--- src/rtl/ledwalker_decoder.sv ---
// Receive-side checker for the walking-LED bus: locks onto the 14-step
// back-and-forth one-hot sequence and reports index, direction, sweeps and errors.
module ledwalker_decoder #(
    parameter int unsigned SWEEP_W = 16,
    parameter int unsigned ERR_W   = 8
) (
    input  logic               i_clk,
    input  logic               i_reset,
    input  logic [7:0]         i_led,
    output logic [3:0]         o_index,
    output logic               o_dir,
    output logic               o_locked,
    output logic               o_err,
    output logic [SWEEP_W-1:0] o_sweeps,
    output logic [ERR_W-1:0]   o_err_count
);

    localparam int unsigned LED_W   = 8;
    localparam int unsigned POS_W   = 3;
    localparam int unsigned IDX_W   = 4;
    localparam logic [IDX_W-1:0] LAST_IDX = IDX_W'(13);

    typedef enum logic [1:0] {
        HUNT   = 2'd0,
        ALIGN  = 2'd1,
        LOCKED = 2'd2
    } state_e;

    state_e             state_q, state_d;
    logic [LED_W-1:0]   led_q, prev_q;
    logic [POS_W-1:0]   anchor_q, anchor_d;
    logic [IDX_W-1:0]   index_q, index_d;
    logic               dir_q;
    logic               locked_q;
    logic               err_q, err_d;
    logic [SWEEP_W-1:0] sweeps_q, sweeps_d;
    logic [ERR_W-1:0]   err_cnt_q, err_cnt_d;

    logic               chg;
    logic               pos_ok;
    logic [POS_W-1:0]   pos;
    logic [IDX_W-1:0]   nxt_idx;

    // Expected LED word for a sequence index (rising half then falling half).
    function automatic logic [LED_W-1:0] idx_pat(input logic [IDX_W-1:0] idx);
        if (idx < IDX_W'(8)) begin
            return LED_W'(1) << idx[POS_W-1:0];
        end
        return LED_W'(1) << POS_W'(IDX_W'(14) - idx);
    endfunction

    assign chg = (led_q != prev_q);

    // One-hot position decode; zero or multi-hot words are invalid.
    always_comb begin
        pos    = '0;
        pos_ok = (led_q != '0) && ((led_q & (led_q - LED_W'(1))) == '0);
        for (int i = 0; i < int'(LED_W); i++) begin
            if (led_q[i]) begin
                pos = POS_W'(i);
            end
        end
    end

    assign nxt_idx = (index_q == LAST_IDX) ? '0 : index_q + IDX_W'(1);

    always_comb begin
        state_d   = state_q;
        anchor_d  = anchor_q;
        index_d   = index_q;
        err_d     = 1'b0;
        sweeps_d  = sweeps_q;
        err_cnt_d = err_cnt_q;
        unique case (state_q)
            HUNT: begin
                if (pos_ok) begin
                    anchor_d = pos;
                    state_d  = ALIGN;
                end
            end
            ALIGN: begin
                if (chg) begin
                    if (pos_ok && ({1'b0, pos} == ({1'b0, anchor_q} + IDX_W'(1)))) begin
                        index_d = {1'b0, pos};
                        state_d = LOCKED;
                    end else if (pos_ok && (anchor_q != '0) && (pos == anchor_q - POS_W'(1))) begin
                        // Falling step: bit 0 maps to index 0, other bits to the descending half.
                        index_d = (pos == '0) ? '0 : IDX_W'(14) - {1'b0, pos};
                        state_d = LOCKED;
                    end else begin
                        state_d = HUNT;
                    end
                end
            end
            LOCKED: begin
                if (chg) begin
                    if (led_q == idx_pat(nxt_idx)) begin
                        index_d = nxt_idx;
                        if (index_q == LAST_IDX) begin
                            sweeps_d = sweeps_q + SWEEP_W'(1);
                        end
                    end else begin
                        err_d   = 1'b1;
                        state_d = HUNT;
                        if (err_cnt_q != '1) begin
                            err_cnt_d = err_cnt_q + ERR_W'(1);
                        end
                    end
                end
            end
            default: state_d = HUNT;
        endcase
    end

    always_ff @(posedge i_clk or posedge i_reset) begin
        if (i_reset) begin
            led_q     <= '0;
            prev_q    <= '0;
            state_q   <= HUNT;
            anchor_q  <= '0;
            index_q   <= '0;
            dir_q     <= 1'b0;
            locked_q  <= 1'b0;
            err_q     <= 1'b0;
            sweeps_q  <= '0;
            err_cnt_q <= '0;
        end else begin
            led_q     <= i_led;
            prev_q    <= led_q;
            state_q   <= state_d;
            anchor_q  <= anchor_d;
            index_q   <= index_d;
            dir_q     <= (index_d >= IDX_W'(7));
            locked_q  <= (state_d == LOCKED);
            err_q     <= err_d;
            sweeps_q  <= sweeps_d;
            err_cnt_q <= err_cnt_d;
        end
    end

    assign o_index     = index_q;
    assign o_dir       = dir_q;
    assign o_locked    = locked_q;
    assign o_err       = err_q;
    assign o_sweeps    = sweeps_q;
    assign o_err_count = err_cnt_q;

endmodule
--- config.mk ---
export PLATFORM = sky130hd
export DESIGN_NAME = ledwalker_decoder
export DESIGN_NICKNAME = d
export VERILOG_FILES = /design/src/rtl/ledwalker_decoder.sv
export SDC_FILE = /design/constraint.sdc
export NUM_CORES = 1
export LEC_CHECK = 0
export ABC_AREA = 1
export BUFFER_PORTS_ARGS = -buffer_cell sky130_fd_sc_hd__buf_2
export CORE_ASPECT_RATIO = 2
export CORE_UTILIZATION = 45
export CTS_BUF_LIST = sky130_fd_sc_hd__clkbuf_2 sky130_fd_sc_hd__clkbuf_4 sky130_fd_sc_hd__clkbuf_8
export DETAILED_ROUTE_END_ITERATION = 6
export HOLD_SLACK_MARGIN = 0.06
export PLACE_DENSITY_LB_ADDON = 0.08
export SETUP_SLACK_MARGIN = 0.15
export SLEW_MARGIN = 20
export SYNTH_ARGS = -nofsm -noshare
export SYNTH_HDL_FRONTEND = slang
export SYNTH_SLANG_ARGS = --single-unit
--- constraint.sdc ---
create_clock -name i_clk -period 2.5 [get_ports i_clk]
set_clock_uncertainty 0.05 [all_clocks]
set_input_delay 0.125 -clock i_clk [delete_from_list [all_inputs] [get_ports i_clk]]
set_output_delay 0.125 -clock i_clk [all_outputs]
set_load 0.05 [all_outputs]
After elaboration in Yosys (flattened, before gate mapping)
Cells that the tools add are included.
Storage, ports and cells
  flip-flop bits (word level): 52
  bits of input ports: 10
  output and inout bits: 31
  logic and storage cells: 77
Operators by class
  add/sub/neg operators: 8
  $lt $le $gt $ge: 2
  equal/unequal tests: 9
  shifts and indexed selects: 2
  multiplexer cells: 32
  bitwise logic cells: 2
  reductions and logical operators: 12
Operators by type and width (count)
  $mux W8: 4
  $mux W4: 7
  $mux W3: 6
  $add A16 B1 Y16 const B: 1
  $shl A1 B3 Y8 const A: 2
  $mux W2: 6
  $add A8 B1 Y8 const B: 1
  $and A8 B8 Y8: 1
  $eq A8 B8 Y1: 1
  $logic_not A8 Y1: 1
  $ne A8 B8 Y1: 1
  $ne A8 B8 Y1 const B: 1
  $pmux W4 S2: 1
  $reduce_and A4 Y1: 2
  $reduce_bool A8 Y1: 1
  $sub A8 B1 Y8 const B: 1
  $mux W1: 7
  $pmux W2 S3: 1
  $add A3 B1 Y4 const B: 1
  $add A4 B1 Y4 const B: 1
  $eq A2 B2 Y1 const B: 2
  $eq A3 B4 Y1: 1
  $eq A4 B4 Y1 const B: 1
  $ge A4 B3 Y1 const B: 1
  other kinds (12): 15

Depth between registers and ports, before layout
  depth after elaboration: 14
  mapped depth: 18
  depth with buffers taken out: 18

Least setup slack after synthesis
OpenSTA, ideal clock, no wires.
  path kind: register -> register
  start: register index_q[1] (netlist: o_index[1])
  end: register err_cnt_q[7] (netlist: o_err_count[7])
  library setup time: 119 ps
  arrival: 2248 ps
  data required time: 2331 ps
  path slack: 82 ps
  cell stages (with the launch flop): 19
  buffers on the path: 1
  clock period less this slack: 2418 ps
  cells stage by stage: dfrtp_1 -> buf_4 -> nand2_2 -> nand2_2 -> inv_2 -> nand2_1 -> nand2_1 -> nor2_1 -> nand3_1 -> nand2_1 -> nor2_2 -> nand2_2 -> nand2_2 -> nor2_4 -> nand4_1 -> nor2_1 -> nand2_1 -> nand2_1 -> nand2_1
On the way
  longest elaborated chain between the ends: 12
  elaborated cells between the ends (all ways): 17
  those cells by class: 2 x add/sub; 1 x order compare; 2 x eq/ne; 2 x shift; 8 x mux; 1 x bitwise; 1 x reduce/logical
Ends and longest elaborated chain
  start, declared: RTL line 32  | logic [IDX_W-1:0] index_q, index_d;
  start signal, assigned: RTL line 132  | index_q <= index_d;
  $add A4 B1 Y4 / $eq A4 B4 Y1 (equally long branches): RTL line 65  | assign nxt_idx = (index_q == LAST_IDX) ? '0 : index_q + IDX_W'(1);
  $mux W4 *: RTL line 65
  $lt A4 B4 Y1: RTL line 46  | if (idx < IDX_W'(8)) begin
  $mux W1: RTL line 46
  $mux W1: RTL line 96  | if (chg) begin
  $mux W1: RTL line 74  | unique case (state_q)
  $mux W8 *: RTL line 49  | return LED_W'(1) << POS_W'(IDX_W'(14) - idx);
  $mux W8 *: RTL line 96
  $mux W8 *: RTL line 74
  $eq A8 B8 Y1 *: RTL line 97  | if (led_q == idx_pat(nxt_idx)) begin
  $not A1 Y1 (no line) *
  $reduce_and A4 Y1 (no line) *
  end signal, assigned: RTL line 137  | err_cnt_q <= err_cnt_d;
  end, declared: RTL line 37  | logic [ERR_W-1:0] err_cnt_q, err_cnt_d;
Mark *: on every way between the ends. The rest lies on a longest branch, timed or not. The select of a mux whose other input is x is not followed.
A chain may end at the register's enable or synchronous reset.

Worst setup path in the final report
  start: register index_q[3] (netlist: o_index[3])
  end: register sweeps_q[14] (netlist: o_sweeps[14])
On the way
  longest elaborated chain between the ends: 11
  elaborated cells between the ends (all ways): 16
  those cells by class: 2 x add/sub; 1 x order compare; 2 x eq/ne; 2 x shift; 8 x mux; 1 x reduce/logical
Ends and longest elaborated chain
  $add A4 B1 Y4 / $eq A4 B4 Y1 (equally long branches): RTL line 65, 99
  $mux W4: RTL line 65
  $lt A4 B4 Y1: RTL line 46
  $mux W1: RTL line 46
  $mux W1: RTL line 96
  $mux W1: RTL line 74
  $mux W8: RTL line 49
  $mux W8: RTL line 96
  $mux W8: RTL line 74
  $eq A8 B8 Y1: RTL line 97
  $reduce_and A4 Y1 (no line) *
  end signal, assigned: RTL line 136  | sweeps_q <= sweeps_d;
  end, declared: RTL line 36  | logic [SWEEP_W-1:0] sweeps_q, sweeps_d;
Marked as above.

==> impl_results.md <==
- Ant. Diodes: 0
- Pre-antenna DRT Iters: 4
- Max-Cap Viols: 0
- Post-Syn Nets: 452
- WL per Instance: 14.0 um
- Clock-pin slew on the worst setup and hold paths: 100 ps
- Pin count of the biggest net entering global routing: 35
- Vias per cell: 5.01
- Most used routing layer in global routing: met2
- Layout overhead on the synthesized area: 29.7%
- Worst skew pair latency: 310 ps
- Vias: 3,068
- Initial core utilization: 46.5%
- Worst r2r dst: o_sweeps[14]
- Met2 global-route usage: 46.4%
- Final core occ: 60.2%
- H-tree levels: 2
- Max Freq: 0.432 GHz
- Die Wd: 61.9 um
- Outcome: completed
- Max-slew headroom: 52.5%
- CP cell instances: buf_4 > o21ai_1 > nand2_1 > nor3_2 > nand3_2 > nor2_4 > nand2_4 > nor2_4 > nand3_4 > nor2_4 > nand2_2 > nor2_2 > xor2_1
- Yosys warnings: 0
- DRC violations left: 0
- Sink Count: 52
- Hold Vio Cnt, Final: 0
- DR iter-0 viols: 130
- Number of global-route vias before repair: 2,941
- Worst Setup End Kind: register
- IO Port Bufs: 40
- Row count: 43
- Critical Path AT: 2510 ps
- Netlist cell types: 30
- Met3 Usage GRT: 3.18%
- Slew at the pin closest to its max-slew limit: 712 ps
- Setup TNS: 0 ps
- CP Max Fanout: 7
- Hold Startpoint: led_q[2]
- Final Setup Violations: 0
- Count of state elements after synthesis: 52
- Max Slew Vio Count: 0
- Worst r2r src: o_index[3]
- Die Ht: 122 um
- Worst setup margin: 186 ps
- Layout Nets: 540
- Antenna violations before repair: 0
- Cell count after synthesis: 433
- Io pins: 41
- CTS root buf: clkbuf_8
- ANT nets after route: 0
- GRT Util Overall: 23.9%
- Syn Area/Cell: 7.45 um^2
- TritonCTS buffer count: 5
- First-pass GRT wire length: 13,200 um
- DRT Wirelength: 8550 um
- CTS tree: yes
- Leak pwr: 2.20 nW
- Reg2Reg Depth: 13
- Max Root-Sink Buffers: 2
- Fraction of layout instances using a drive strength above 1: 31.0%
- Die area: 7530 um^2
- Hold path endpoint: prev_q[2]
- Core area: 6940 um^2
- RSZ-0062 raised after global routing: yes
- CP peak stage delay: 500 ps
- Total grt overflow: 0
- Startpoint Class: register
- Crit Path Category: reg -> reg
- Worst Hold Class: reg -> reg
- Max VDD drop: 0.000386 V
- Routability cong.: 0.863
- Critical Path Start: o_index[3]
- Post-synth ARST share: 100%
- Mapped Area: 3220 um^2
- WP data required: 2690 ps
- R2r setup slk: 190 ps
- EDFF count, synth: 0
- Tcrit/Tclk final: 92.6%
- Hold_ws: 362 ps
- Main flop type after synthesis: dfrtp_1
- Worst Hold Depth: 0
- Seq/Total Area, Yosys: 40.4%
- Pwr dens: 697 nW/um^2
- DPL Wire Length: 6250 um
- CP max stage cell: dfrtp_2
- Most frequent CP cell: nor2_4
- Pre-CTS setup slack: 17.5 ps
- Tmin final: 2310 ps
- Met1 Track Usage GR: 23.1%
[through the flow]
step / area (um^2) / power, mW / cells
detailed placement: 3570 / 1.99 / 566
global placement: 3570 / 2.01 / 566
finish: 4180 / 2.91 / 612
floorplan: 3230 / 1.79 / 433
CTS: 3830 / 2.59 / 592
global route: 4180 / 3.09 / 612
[metal layers]
metal / share of wire [%] / vias to the layer above
met1: 36 / 1443
met4: 4.3 / 0
met3: 1.9 / 28
met2: 58 / 63
li1: - / 1534
met5: 0 / -
[where the power goes]
part	internal [mW]	switching [mW]
Clock	0.237	0.295
Sequential	0.917	0.113
Combinational	0.508	0.843
Total	1.66	1.25
[logic make-up (layout without fill, tap and decap cells)]
family | Yosys count | after routing | share of synthesized area (%)
AOI/OAI and AO/OA | 21 | 21 | 3.34
xor gates and xnor gates | 25 | 25 | 6.79
adders and majority gates | 9 | 9 | 3.49
buffers and inverters | 62 | 151 | 7.99
DFF | 52 | 52 | 40.4
muxes | 1 | 1 | 0.349
and+or+nand+nor | 263 | 263 | 37.7
[repair_timing]
action	CTS	global route
endpoints found under the setup margin	12	31
resized for setup	2	62
buffers inserted	9	20
endpoints found under the hold margin	41	0
hold buffers	9	0
pin swaps	3	21
[worst max-delay path by stage]
stage | endpoint | depth (start not counted) | slack [ps]
2_1_floorplan | o_err_count[7] | 18 | 220
3_3_place_gp | o_sweeps[11] | 14 | 4
5_1_grt | o_sweeps[14] | 17 | 70
3_5_place_dp | o_sweeps[11] | 14 | 20
4_1_cts | o_sweeps[14] | 15 | 120
6_report | o_sweeps[14] | 13 | 190
[synth_stat cells (2+ instances only)]
| library cell | number | share of area, % |
|---|---|---|
| and2_1 | 2 | 0.39 |
| nor2_4 | 5 | 1.7 |
| nor2_2 | 5 | 0.97 |
| nor4_1 | 3 | 0.58 |
| nor3_2 | 2 | 0.62 |
| nand4_1 | 10 | 1.9 |
| nand3b_1 | 3 | 0.70 |
| xor2_1 | 10 | 2.7 |
| o21ai_1 | 3 | 0.47 |
| buf_2 | 3 | 0.47 |
| nand2_2 | 9 | 1.7 |
| dfrtp_1 | 52 | 40 |
| nor2_1 | 31 | 3.6 |
| ha_1 | 9 | 3.5 |
| o21ai_0 | 10 | 1.6 |
| a21oi_1 | 7 | 1.1 |
| nand2_1 | 137 | 16 |
| xnor2_1 | 15 | 4.1 |
| nand3_1 | 47 | 7.3 |
| buf_4 | 3 | 0.70 |
| inv_2 | 5 | 0.58 |
| inv_1 | 49 | 5.7 |
| nand3_2 | 2 | 0.62 |
| nor3_1 | 5 | 0.78 |
[layout make-up]
class | instances | area, um^2
clock inverters | 1 | 7.51
multi-input cells | 319 | 1850
flip-flops and latches | 52 | 1310
fillers | 637 | 2760
clock buffers | 7 | 90.1
well taps | 90 | 113
inverters | 55 | 216
repair buffers | 88 | 596
[state kept, by name, indices dropped and copies added (netlist names)]
name,flops
o_sweeps,16
led_q,8
o_dir,1
o_locked,1
anchor_q,3
o_err,1
prev_q,8
o_index,4
o_err_count,8
state_q,2
[worst max-delay path: cells and delay by family (launching register included)]
kind                      cells  cell delay (ps)
AOI/OAI and AO/OA             1              120
xor gates and xnor gates      1              150
and+or+nand+nor              10             1250
buffers and inverters         1              170
DFF                           1              500
[cell usage in the layout (no fill, tap or decap), types with 6 or more instances in the layout]
master and count:
buf_2 40, buf_4 35, clkbuf_8 6, dfrtp_1 43
dfrtp_2 9, dlygate4sd3_1 9, ha_1 7, inv_1 46
inv_2 7, nand2_1 123, nand2_2 17, nand2_4 6
nand3_1 43, nand4_1 10, nor2_1 23, nor2_2 8
nor2_4 10, o21ai_0 10, xnor2_1 15, xor2_1 10
Power figures use the tool's default switching activity.
